===== config.mk =====
export PLATFORM = sky130hd
export DESIGN_NAME = gate_mux
export DESIGN_NICKNAME = d
export VERILOG_FILES = /design/src/rtl/gate_mux.sv
export SDC_FILE = /design/constraint.sdc
export NUM_CORES = 1
export LEC_CHECK = 0
export ABC_AREA = 1
export BUFFER_PORTS_ARGS = -buffer_cell sky130_fd_sc_hd__buf_2
export CAP_MARGIN = 0
export CORE_MARGIN = 1.5
export CORE_UTILIZATION = 40
export CTS_CLUSTER_DIAMETER = 200
export DETAILED_ROUTE_END_ITERATION = 12
export SLEW_MARGIN = 20
export SYNTH_ARGS = -nofsm -noshare
export SYNTH_HDL_FRONTEND = slang
export SYNTH_SLANG_ARGS = --single-unit

===== constraint.sdc =====
create_clock -name clk -period 2.1 [get_ports clk]
set_input_delay 0.21 -clock clk [delete_from_list [all_inputs] [get_ports clk]]
set_output_delay 0.21 -clock clk [all_outputs]
set_load 0.005 [all_outputs]

===== src/rtl/gate_mux.sv =====
// gate_mux: register-mapped pulse router steering gen_in onto one of N_CH channels.
// Supports continuous and counted-burst modes. Define GATE_MUX_SYNC_EN to add a 2-flop gen_in synchroniser.
module gate_mux #(
    parameter int unsigned DATA_WIDTH  = 8,
    parameter int unsigned N_CH        = 16,
    parameter int unsigned BASE_ADDR   = 8'h20,
    parameter int unsigned BURST_WIDTH = 16
) (
    input  logic                  clk,
    input  logic                  res,
    input  logic [DATA_WIDTH-1:0] addr,
    input  logic [DATA_WIDTH-1:0] data_in,
    input  logic                  we,
    output logic [DATA_WIDTH-1:0] data_out,
    input  logic                  gen_in,
    output logic [N_CH-1:0]       ch_out,
    output logic                  gen_out,
    output logic                  busy
);

    typedef enum logic [1:0] {StIdle, StArmed, StRun, StDone} state_e;

    localparam logic [DATA_WIDTH-1:0] A_CTRL   = DATA_WIDTH'(BASE_ADDR);
    localparam logic [DATA_WIDTH-1:0] A_ERR    = DATA_WIDTH'(BASE_ADDR + 1);
    localparam logic [DATA_WIDTH-1:0] A_CH     = DATA_WIDTH'(BASE_ADDR + 2);
    localparam logic [DATA_WIDTH-1:0] A_BLO    = DATA_WIDTH'(BASE_ADDR + 3);
    localparam logic [DATA_WIDTH-1:0] A_BHI    = DATA_WIDTH'(BASE_ADDR + 4);
    localparam logic [DATA_WIDTH-1:0] A_STATUS = DATA_WIDTH'(BASE_ADDR + 5);
    localparam logic [DATA_WIDTH-1:0] N_CH_V   = DATA_WIDTH'(N_CH);

    logic                    enable_q, enable_d;
    logic                    mode_q, mode_d;
    logic [2:0]              err_q, err_d, err_set;
    logic [7:0]              ch_q, ch_d;
    logic [DATA_WIDTH-1:0]   burst_lo_q, burst_lo_d;
    logic [DATA_WIDTH-1:0]   burst_hi_q, burst_hi_d;
    logic [DATA_WIDTH-1:0]   data_out_q, rdata;
    logic [2*DATA_WIDTH-1:0] burst_full;
    logic [BURST_WIDTH-1:0]  burst_cnt;
    logic [BURST_WIDTH-1:0]  cnt_q;
    state_e                  state_q;
    logic                    open_q, done_q, gen_prev_q;
    logic                    gen_s, busy_int, soft_rst, start_req;
    logic                    wr_ctrl, wr_err, wr_ch, wr_blo, wr_bhi;

`ifdef GATE_MUX_SYNC_EN
    logic sync1_q, sync2_q;

    always_ff @(posedge clk or posedge res) begin
        if (res) begin
            sync1_q <= 1'b0;
            sync2_q <= 1'b0;
        end else begin
            sync1_q <= gen_in;
            sync2_q <= sync1_q;
        end
    end

    assign gen_s = sync2_q;
`else
    assign gen_s = gen_in;
`endif

    assign wr_ctrl    = we && (addr == A_CTRL);
    assign wr_err     = we && (addr == A_ERR);
    assign wr_ch      = we && (addr == A_CH);
    assign wr_blo     = we && (addr == A_BLO);
    assign wr_bhi     = we && (addr == A_BHI);
    assign soft_rst   = wr_ctrl && data_in[0];
    assign busy_int   = (state_q == StArmed) || (state_q == StRun);
    assign burst_full = {burst_hi_q, burst_lo_q};
    assign burst_cnt  = burst_full[BURST_WIDTH-1:0];

    // Register file next state; rejected writes only raise sticky error bits.
    always_comb begin
        enable_d   = enable_q;
        mode_d     = mode_q;
        ch_d       = ch_q;
        burst_lo_d = burst_lo_q;
        burst_hi_d = burst_hi_q;
        err_set    = 3'b000;
        start_req  = 1'b0;

        if (wr_ctrl) begin
            enable_d = data_in[1];
            if (busy_int && (data_in[2] != mode_q)) begin
                err_set[1] = 1'b1;
            end else begin
                mode_d = data_in[2];
            end
            if (data_in[3] && mode_d && !busy_int) begin
                if (!data_in[1] || (burst_cnt == '0)) begin
                    err_set[2] = 1'b1;
                end else begin
                    start_req = 1'b1;
                end
            end
        end

        if (wr_ch) begin
            if (busy_int) begin
                err_set[1] = 1'b1;
            end else if (data_in > N_CH_V) begin
                err_set[0] = 1'b1;
            end else begin
                ch_d = data_in[7:0];
            end
        end

        if (wr_blo) begin
            if (busy_int) err_set[1] = 1'b1;
            else burst_lo_d = data_in;
        end

        if (wr_bhi) begin
            if (busy_int) err_set[1] = 1'b1;
            else burst_hi_d = data_in;
        end

        if (wr_err) err_d = (err_q & ~data_in[2:0]) | err_set;
        else err_d = err_q | err_set;

        if (soft_rst) begin
            enable_d   = 1'b0;
            mode_d     = 1'b0;
            ch_d       = '0;
            burst_lo_d = '0;
            burst_hi_d = '0;
            err_d      = '0;
            start_req  = 1'b0;
        end
    end

    always_comb begin
        case (addr)
            A_CTRL:   rdata = DATA_WIDTH'({mode_q, enable_q, 1'b0});
            A_ERR:    rdata = DATA_WIDTH'(err_q);
            A_CH:     rdata = DATA_WIDTH'(ch_q);
            A_BLO:    rdata = burst_lo_q;
            A_BHI:    rdata = burst_hi_q;
            A_STATUS: rdata = DATA_WIDTH'({done_q, busy_int});
            default:  rdata = '0;
        endcase
    end

    always_ff @(posedge clk or posedge res) begin
        if (res) begin
            enable_q   <= 1'b0;
            mode_q     <= 1'b0;
            err_q      <= '0;
            ch_q       <= '0;
            burst_lo_q <= '0;
            burst_hi_q <= '0;
            data_out_q <= '0;
        end else begin
            enable_q   <= enable_d;
            mode_q     <= mode_d;
            err_q      <= err_d;
            ch_q       <= ch_d;
            burst_lo_q <= burst_lo_d;
            burst_hi_q <= burst_hi_d;
            data_out_q <= soft_rst ? '0 : rdata;
        end
    end

    // Burst FSM; uses next-state enable so an aborting write closes the gate at once.
    always_ff @(posedge clk or posedge res) begin
        if (res) begin
            state_q    <= StIdle;
            cnt_q      <= '0;
            open_q     <= 1'b0;
            done_q     <= 1'b0;
            gen_prev_q <= 1'b0;
        end else begin
            gen_prev_q <= gen_s;
            if (soft_rst) begin
                state_q <= StIdle;
                cnt_q   <= '0;
                open_q  <= 1'b0;
                done_q  <= 1'b0;
            end else begin
                case (state_q)
                    StIdle: begin
                        if (start_req) begin
                            state_q <= StArmed;
                            done_q  <= 1'b0;
                            open_q  <= 1'b0;
                        end else begin
                            open_q <= enable_d && !mode_d && (ch_d != '0);
                        end
                    end
                    StArmed: begin
                        if (!enable_d) begin
                            state_q <= StIdle;
                            open_q  <= 1'b0;
                        end else if (!gen_s) begin
                            // Only open on a low level so no partial first pulse leaks out.
                            state_q <= StRun;
                            open_q  <= 1'b1;
                            cnt_q   <= '0;
                        end
                    end
                    StRun: begin
                        if (!enable_d) begin
                            state_q <= StIdle;
                            open_q  <= 1'b0;
                        end else if (gen_prev_q && !gen_s) begin
                            if (cnt_q != burst_cnt) cnt_q <= cnt_q + BURST_WIDTH'(1);
                            if ((cnt_q + BURST_WIDTH'(1)) == burst_cnt) begin
                                state_q <= StDone;
                                open_q  <= 1'b0;
                            end
                        end
                    end
                    StDone: begin
                        open_q <= 1'b0;
                        if (start_req) begin
                            state_q <= StArmed;
                            done_q  <= 1'b0;
                        end else begin
                            state_q <= StIdle;
                            done_q  <= 1'b1;
                        end
                    end
                    default: begin
                        state_q <= StIdle;
                        open_q  <= 1'b0;
                    end
                endcase
            end
        end
    end

    always_comb begin
        for (int k = 0; k < int'(N_CH); k++) begin
            ch_out[k] = gen_s && open_q && (ch_q == 8'(k + 1));
        end
    end

    assign gen_out  = |ch_out;
    assign busy     = busy_int;
    assign data_out = data_out_q;

endmodule


==> impl_metrics.env, run 1 <==
export IMPL_run_status="finished, violations left"
export IMPL_violations="negative setup slack"
export IMPL_path_depth=8
export IMPL_clk_latency_ns=0.37
export IMPL_htree_levels=3
export IMPL_synthAdderAreaFrac=0.0153
export IMPL_post_drt_wl_per_cell_um=15.4
export IMPL_grt_pass1_vias=4207
export IMPL_crit_type="flop to primary output"
export IMPL_hold_depth=1
export IMPL_place_hpwl_mm=9.78
export IMPL_num_rows=36
export IMPL_die_y_um=104
export IMPL_ys_ff_latch=58
export IMPL_async_flop_share=1.00
export IMPL_synth_top_area_frac=0.354
export IMPL_synth_top_family_by_area="simple AND/OR/NAND/NOR gates"
export IMPL_clk_path_buf_depth=2
export IMPL_vdd_ir_drop_worst_mv=0.353
export IMPL_drive_above_1_share=0.227
export IMPL_die_width_um=104
export IMPL_yosys_area_share_xor_xnor=0.0470
export IMPL_synth_compound_area_frac=0.0977
export IMPL_rr_worst_depth=11
export IMPL_grtUsageTotal=0.241
export IMPL_cts_tree="yes"
export IMPL_place_gp_congestion=0.956
export IMPL_wl_mm=12.8
export IMPL_endpoint_kind="primary output"
export IMPL_worstPathCellList="nor2_2 > nand2_2 > nor2_4 > nand4_1 > nor2_1 > nor2_1 > nand4_1 > buf_2"
export IMPL_design_core_area_um2=9860
export IMPL_powerDensity_nw_per_um2=728
export IMPL_r2r_setup_slack_ns=0.13
export IMPL_synth_nets=627
export IMPL_synth_edf_count=0
export IMPL_hold_viol=0
export IMPL_start_kind="flop"
export IMPL_syn_area_um2=4100
export IMPL_cpLargestDelayFamily="simple AND/OR/NAND/NOR gates"
export IMPL_ant_nets=0
export IMPL_grt_max_degree=39
export IMPL_grt_antenna_before_repair=0
export IMPL_slew_viol_final=0
export IMPL_finClkSkew_ns=0.0171
export IMPL_synthTopCellsByCount="147 x nand2_1, 96 x inv_1, 69 x nor2_1"
export IMPL_drcViolationCount=0
export IMPL_start_util=0.415
export IMPL_max_cap_viol_count=0
export IMPL_final_nets=719
export IMPL_worst_pin_slew_ns=0.641
export IMPL_io_buffers=45
export IMPL_setup_slack_ns=-0.00791
export IMPL_synth_area_leaders="dfrtp_1 35%, nand2_1 13%, inv_1 8.8%"
export IMPL_num_vias=4416
export IMPL_numClockSinks=58
export IMPL_timing_fmax_mhz=474
export IMPL_regArea_um2=1460
export IMPL_synth_cell_types=41
export IMPL_area_delta_synth_final_pct=26.8
export IMPL_power_total_mw=3.78
export IMPL_fin_util=0.527
export IMPL_synth_mux_area_fraction=0
export IMPL_period_needed_ns=2.11
export IMPL_finalSetupViolCount=1
export IMPL_max_stage_delay_ns=0.41
export IMPL_synth_top_cell_by_area="dfrtp_1"
export IMPL_clk_pin_slew_ns=0.08
export IMPL_place_ws_ns=-0.0555
export IMPL_syn_inst=602
export IMPL_dp_cells=798
export IMPL_worstPathArrival_ns=1.90
export IMPL_dieArea_um2=10900
export IMPL_min_path_type="input pin to flop"
export IMPL_clock_root_buffer="clkbuf_8"
export IMPL_syn_avg_cell_area_um2=6.80
export IMPL_worst_path_max_delay_cell="dfrtp_1"
export IMPL_vias_per_cell=5.31
export IMPL_io_pins=46
export IMPL_synth_seq_area_share=0.354
export IMPL_ys_flop_type="dfrtp_1"
export IMPL_finalCritPeriodShare=1.00
export IMPL_drtIter0Drc=241
export IMPL_yosysWarnings=0
export IMPL_critPathRequiredTime_ns=1.89
export IMPL_grt_pass1_wl_mm=20.6
export IMPL_cp_num_buf_inv=1
export IMPL_leakage_nw=2.72
export IMPL_finalNonFillerCells=832
export IMPL_multi_input_area_um2=2370
export IMPL_rsz0062_at_grt="yes"
export IMPL_grt_ovfl_total=0
export IMPL_numCtsBuffers=9
export IMPL_dr_pass1_iters=7
export IMPL_relSlewSlack=0.571
export IMPL_cp_max_fo=5
export IMPL_synthSimpleGateAreaFrac=0.380
export IMPL_num_antenna_cells=0
export IMPL_nFillCells=971
export IMPL_yosysMostFrequentCell="nand2_1"
==> logic make-up after synthesis <==
group,count (synthesis)
buf+inv,108
flops,58
simple gates,342
compound gates,67
xor+xnor,22
fa+ha+maj,5
==> final timing paths <==
check / start / to
worst max register to register: cnt_q[9] / cnt_q[0]
max in group asynchronous: res / done_q
worst min-delay path: gen_in / gen_prev_q
worst max-delay path: ch_q[7] / gen_out
min in group asynchronous: res / burst_lo_q[2]
worst min register to register: done_q / done_q
==> power breakdown <==
part / total, mW / internal, mW / switching (mW)
sequential: 1.32 / 1.21 / 0.104
combinational: 1.23 / 0.498 / 0.729
clock: 1.24 / 0.702 / 0.538
total: 3.78 / 2.41 / 1.37
==> area by class of cell <==
cell class / instances / share of cell area
sequential: 58 / 0.280
inverter: 99 / 0.0725
timing repair buffer: 90 / 0.116
clock inverter: 6 / 0.0173
multi-input combinational: 436 / 0.456
clock buffer: 10 / 0.0265
tap: 133 / 0.0320
==> sequential cells by signal (all words and copies together), names as in the netlist <==
name        count
burst_lo_q      8
done_q          1
cnt_q          16
gen_prev_q      1
burst_hi_q      8
data_out        8
open_q          1
mode_q          1
ch_q            8
err_q           3
state_q         2
enable_q        1
==> per-stage QoR <==
| stage | instance area, um2 | hold slack (ns) | TNS, ns |
|---|---|---|---|
| floorplan | 4100 | 0.241 | 0 |
| global placement | 4660 | 0.258 | -0.116 |
| detailed placement | 4660 | 0.274 | -0.149 |
| CTS | 4930 | 0.0397 | -0.0118 |
| global route | 5200 | 0.0419 | -0.226 |
| finish | 5200 | 0.0573 | -0.00791 |
==> metal layers <==
metal  vias to the layer above  global-route usage  wire (um)
met5                         -                   0          0
met3                        27              0.0451        687
met2                       157               0.405       6260
met4                         0               0.101        276
met1                      2081               0.302       5590
li1                       2151                   -          -
==> worst register-to-register path: stages (launching register included) <==
cell,delay (ns)
dfrtp_1,0.43
xnor2_2,0.20
inv_1,0.09
nor4_2,0.32
nand4_1,0.15
nand2_1,0.08
nand2_1,0.10
nand2_2,0.16
buf_4,0.13
nand2_1,0.05
nand2_1,0.08
nand2_1,0.06
==> cell usage in the layout (no fill, tap or decap), drive strengths merged <==
cell type	instances
bufinv	2
clkinv	4
or2	3
nor2	77
o21a	1
dlygate4sd3	1
o21ai	32
xnor2	5
clkbuf	11
nand3	68
nor3	9
o21bai	1
nand3b	4
nor4	8
clkinvlp	1
a22oi	1
nand2	152
buf	88
a2111oi	2
dfrtp	58
nand4	21
o211ai	1
a21oi	9
xor2	17
a31oi	2
o22ai	12
inv	98
ha	5
o31ai	1
o221ai	5
==> what timing repair did <==
action,CTS,global route
hold buffers,1,0
endpoints found under the hold margin,20,0
endpoints found under the setup margin,5,21
pin swaps,0,17
gates resized for setup,3,40
setup buffers,3,14
Power figures use the tool's default switching activity.
==> run 2, diff against run 1 <==
==> constraint.sdc (replaced) <==
create_clock -name clk -period 2.59 [get_ports clk]
set_input_delay 0.259 -clock clk [delete_from_list [all_inputs] [get_ports clk]]
set_output_delay 0.259 -clock clk [all_outputs]
set_load 0.005 [all_outputs]
==> impl_metrics.env, run 2 (synthesis gave the netlist of run 1 again) <==
export IMPL_cts_setup_buffers=0
export IMPL_finClkSkew_ns=0.0110
export IMPL_place_gp_congestion=0.906
export IMPL_nFillCells=1029
export IMPL_clock_root_buffer="clkbuf_8"
export IMPL_htree_levels=3
export IMPL_ant_nets=0
export IMPL_post_drt_wl_per_cell_um=15.2
export IMPL_slew_viol_final=0
export IMPL_clkPwrFrac=0.324
export IMPL_cts_resized=0
export IMPL_max_cap_viol_count=0
export IMPL_top_register="cnt_q"
export IMPL_setup_tns_ns=0
export IMPL_grt_ovfl_total=0
export IMPL_largest_reg_flops=16
export IMPL_num_antenna_cells=0
export IMPL_cts_tree="yes"
export IMPL_endpoint_kind="flop"
export IMPL_grt_max_degree=59
export IMPL_drcViolationCount=0
export IMPL_io_buffers=45
export IMPL_num_vias=4179
export IMPL_power_total_mw=2.73
export IMPL_finalSetupViolCount=0
export IMPL_drtIter0Drc=205
export IMPL_timing_fmax_mhz=441
export IMPL_relSlewSlack=0.497
export IMPL_wl_met2_mm=5.56
export IMPL_dieArea_um2=10900
export IMPL_internal_power_mw=1.69
export IMPL_seqPwrFrac=0.393
export IMPL_place_hpwl_mm=9.36
export IMPL_leakage_nw=2.46
export IMPL_place_ws_ns=0.337
export IMPL_routed_wl_met3_um=730
export IMPL_final_nets=679
export IMPL_grtUsageTotal=0.231
export IMPL_numClockSinks=58
export IMPL_area_delta_synth_final_pct=13.9
export IMPL_min_path_type="input pin to asynchronous set/reset pin"
export IMPL_power_switching_mw=1.04
export IMPL_topRoutingLayerUsed="met4"
export IMPL_clk_pin_slew_ns=0.08
export IMPL_clk_latency_ns=0.36
export IMPL_crit_type="flop to flop"
export IMPL_rsz0062_at_grt="no"
export IMPL_wl_mm=12.0
export IMPL_hold_viol=0
export IMPL_grt_antenna_before_repair=0
export IMPL_die_width_um=104
export IMPL_vias_per_cell=5.28
export IMPL_dr_pass1_iters=5
export IMPL_die_y_um=104
export IMPL_clk_path_buf_depth=2
export IMPL_cp_max_fo=10
export IMPL_powerDensity_nw_per_um2=586
export IMPL_vdd_ir_drop_worst_mv=0.276
export IMPL_critPathRequiredTime_ns=2.84
export IMPL_p_comb_frac=0.283
export IMPL_grt_pass1_vias=3967
export IMPL_finalCritPeriodShare=0.875
export IMPL_holdWs_ns=0.111
export IMPL_final_cell_mix="147 x nand2_1, 95 x inv_1, 69 x nor2_1, 66 x nand3_1, 58 x dfrtp_1"
export IMPL_worstPathArrival_ns=2.51
export IMPL_design_core_area_um2=9860
export IMPL_num_rows=36
export IMPL_period_needed_ns=2.27
export IMPL_numCtsBuffers=9
export IMPL_p_sw_frac=0.382
export IMPL_setup_slack_ns=0.322
export IMPL_io_pins=46
export IMPL_met1_length_mm=5.34
export IMPL_final_common_cell="nand2_1"
export IMPL_grt_pass1_wl_mm=19.8
export IMPL_start_kind="flop"
export IMPL_start_util=0.415
export IMPL_worst_pin_slew_ns=0.755
export IMPL_run_status="finished, final reports clean"
export IMPL_postCtsHoldBufs=0
export IMPL_drive_above_1_share=0.137
-- run 2: power groups by stage --
stage,Combinational (mW),Sequential (mW),Clock [mW]
floorplan,0.576,1.06,0
global placement,0.768,1.09,0
detailed placement,0.772,1.09,0
CTS,0.776,1.07,0.906
global route,0.891,1.08,0.949
finish,0.774,1.07,0.886
-- run 2: area by class of cell --
cell class / count / area (um2) / share of cell area
multi-input combinational: 436 / 2210 / 0.474
clock buffer: 9 / 124 / 0.0265
timing repair buffer: 50 / 263 / 0.0563
tap: 133 / 166 / 0.0357
sequential: 58 / 1450 / 0.311
clock inverter: 7 / 77.6 / 0.0166
inverter: 99 / 372 / 0.0796
-- run 2: through the flow --
| stage | cells | area (um2) | util |
|---|---|---|---|
| after global placement | 776 | 4470 | 0.453 |
| after global routing | 792 | 4670 | 0.473 |
| after CTS | 792 | 4670 | 0.473 |
| after floorplan | 602 | 4100 | - |
| final | 792 | 4670 | 0.473 |
| after detailed placement | 776 | 4470 | 0.453 |
-- run 2: metal layers --
| metal | vias up | GRT usage |
|---|---|---|
| met2 | 158 | 0.373 |
| met1 | 1927 | 0.296 |
| met3 | 33 | 0.0558 |
| met4 | 0 | 0.0962 |
| met5 | - | 0 |
| li1 | 2061 | - |
-- run 2: path summary, 6_finish.rpt --
kind / from / to / slack [ns] / depth (start not counted)
setup / recovery: state_q[0] / open_q / 0.32 / 13
hold / removal: res / data_out[7] / 0.11 / 3
setup reg to reg: state_q[0] / open_q / 0.32 / 13
hold reg to reg: open_q / open_q / 0.52 / 2
max in group asynchronous: res / err_q[0] / 1.98 / 3
min in group clk: gen_in / gen_prev_q / 0.11 / 1
-- run 2: critical path, cell delays in order, from the launching register on --
cell and delay [ns]:
dfrtp_1 0.41, inv_1 0.09, ha_1 0.41, clkinv_1 0.35
nand3_2 0.28, nand2_1 0.07, nand3_1 0.12, nand2_1 0.07
nor2_1 0.09, nand2_1 0.08, nand2_1 0.06, nand2_1 0.04
nand2_1 0.05, nand2_1 0.04
==> run 3, diff against run 2 <==
--- a/config.mk
+++ b/config.mk
@@ -6,11 +6,12 @@
 export NUM_CORES = 1
 export LEC_CHECK = 0
 export ABC_AREA = 1
-export BUFFER_PORTS_ARGS = -buffer_cell sky130_fd_sc_hd__buf_2
+export BUFFER_PORTS_ARGS = -buffer_cell sky130_fd_sc_hd__buf_4
 export CAP_MARGIN = 0
 export CORE_MARGIN = 1.5
 export CORE_UTILIZATION = 40
 export CTS_CLUSTER_DIAMETER = 200
+export CTS_CLUSTER_SIZE = 24
 export DETAILED_ROUTE_END_ITERATION = 12
 export SLEW_MARGIN = 20
 export SYNTH_ARGS = -nofsm -noshare
==> impl_metrics.env, run 3 (synthesis gave the netlist of run 1 again) <==
export IMPL_io_buffers=45
export IMPL_min_path_type="input pin to flop"
export IMPL_clock_root_buffer="clkbuf_8"
export IMPL_place_hpwl_mm=9.54
export IMPL_endpoint_kind="primary output"
export IMPL_cts_tree="yes"
export IMPL_area_delta_synth_final_pct=18.2
export IMPL_worstPathArrival_ns=1.94
export IMPL_htree_levels=3
export IMPL_timing_fmax_mhz=455
export IMPL_slew_viol_final=0
export IMPL_design_core_area_um2=9860
export IMPL_cts_resized=0
export IMPL_cts_setup_buffers=0
export IMPL_grt_max_degree=26
export IMPL_largest_reg_flops=16
export IMPL_clkPwrFrac=0.341
export IMPL_leakage_nw=2.52
export IMPL_ant_nets=0
export IMPL_internal_power_mw=1.83
export IMPL_worst_pin_slew_ns=0.672
export IMPL_final_common_cell="nand2_1"
export IMPL_period_needed_ns=2.20
export IMPL_cp_num_buf_inv=1
export IMPL_vdd_ir_drop_worst_mv=0.334
export IMPL_path_depth=8
export IMPL_cp_max_fo=5
export IMPL_drcViolationCount=0
export IMPL_finClkSkew_ns=0.0169
export IMPL_finalNonFillerCells=796
export IMPL_postCtsHoldBufs=1
export IMPL_dr_pass1_iters=5
export IMPL_num_antenna_cells=0
export IMPL_numCtsBuffers=9
export IMPL_post_drt_wl_per_cell_um=15.3
export IMPL_start_util=0.415
export IMPL_vias_per_cell=5.23
export IMPL_run_status="finished, final reports clean"
export IMPL_grt_pass1_wl_mm=20.1
export IMPL_power_switching_mw=1.05
export IMPL_nFillCells=983
export IMPL_cpMostUsedCell="nor2_1"
export IMPL_grt_ovfl_total=0
export IMPL_finalCritPeriodShare=0.849
export IMPL_dp_cells=779
export IMPL_p_comb_frac=0.288
export IMPL_p_sw_frac=0.365
export IMPL_seqPwrFrac=0.372
export IMPL_worstPathCellList="nor2_1 > nand2_1 > nor2_1 > nand4_1 > nor2_1 > nor3_1 > nand4_1 > buf_4"
export IMPL_critPathRequiredTime_ns=2.33
export IMPL_clk_pin_slew_ns=0.07
export IMPL_hold_viol=0
export IMPL_crit_type="flop to primary output"
export IMPL_final_nets=683
export IMPL_cpLargestDelayFamily="simple AND/OR/NAND/NOR gates"
export IMPL_wl_mm=12.1
export IMPL_powerDensity_nw_per_um2=597
export IMPL_start_kind="flop"
export IMPL_clk_path_buf_depth=2
export IMPL_clk_latency_ns=0.35
export IMPL_setup_tns_ns=0
export IMPL_grt_pass1_vias=3993
export IMPL_place_gp_congestion=0.923
export IMPL_die_width_um=104
export IMPL_drive_above_1_share=0.142
export IMPL_max_stage_delay_ns=0.40
export IMPL_die_y_um=104
export IMPL_max_cap_viol_count=0
export IMPL_grtUsageTotal=0.235
export IMPL_finalSetupViolCount=0
export IMPL_worst_path_max_delay_cell="dfrtp_1"
export IMPL_top_register="cnt_q"
export IMPL_rsz0062_at_grt="no"
export IMPL_multi_input_area_um2=2220
export IMPL_numClockSinks=58
export IMPL_grt_antenna_before_repair=0
export IMPL_io_pins=46
export IMPL_num_vias=4167
export IMPL_drtIter0Drc=235
export IMPL_rr_worst_depth=14
export IMPL_num_rows=36
export IMPL_hold_depth=1
export IMPL_dieArea_um2=10900
export IMPL_final_cell_mix="147 x nand2_1, 95 x inv_1, 69 x nor2_1, 66 x nand3_1, 58 x dfrtp_1"
export IMPL_relSlewSlack=0.551
export IMPL_regArea_um2=1450
[run 3: cell count changes in the layout (fill, tap and decap cells not counted)]
cell,delta
buf_4,+48
bufinv_16,+1
buf_2,-45
clkinvlp_4,-4
clkinv_4,+2
clkinv_2,+1
a31oi_2,+1
a31oi_1,-1
dlygate4sd3_1,+1
[run 3: stage by stage]
stage               hold WS, ns  total power [mW]  setup slack, ns  cell area [um2]   util
floorplan                 0.290              1.63            0.774             4100      -
global placement          0.355              1.90            0.420             4600  0.466
detailed placement        0.361              1.91            0.359             4600  0.466
CTS                      0.0690              2.91            0.345             4830  0.490
global route             0.0645              3.07            0.108             4840  0.491
finish                   0.0902              2.89            0.392             4840  0.491
[run 3: routing by layer]
metal,vias to the layer above,share of wire,track usage
met1,1969,0.45,0.294
met3,18,0.039,0.0489
met4,0,0.022,0.0853
met5,-,0,0
met2,108,0.49,0.400
li1,2072,-,-
[run 3: cell type report]
class,count,area share
clock buffer,9,0.0256
sequential,58,0.300
inverter,99,0.0768
timing repair buffer,54,0.0843
multi-input combinational,436,0.459
clock inverter,7,0.0207
tap,133,0.0344
[run 3: path summary, 6_finish.rpt]
path / start / end / slack (ns)
setup / recovery: ch_q[6] / gen_out / 0.39
hold / removal: gen_in / gen_prev_q / 0.09
setup reg to reg: cnt_q[0] / state_q[1] / 0.40
hold reg to reg: done_q / done_q / 0.50
max in group asynchronous: res / done_q / 1.35
min in group asynchronous: res / data_out[0] / 0.52
[run 3: power groups by stage]
| stage | registers, mW | logic (mW) | clock network [mW] |
|---|---|---|---|
| floorplan | 1.06 | 0.576 | 0 |
| global placement | 1.08 | 0.814 | 0 |
| detailed placement | 1.09 | 0.821 | 0 |
| CTS | 1.07 | 0.827 | 1.01 |
| global route | 1.08 | 0.927 | 1.06 |
| finish | 1.07 | 0.831 | 0.984 |
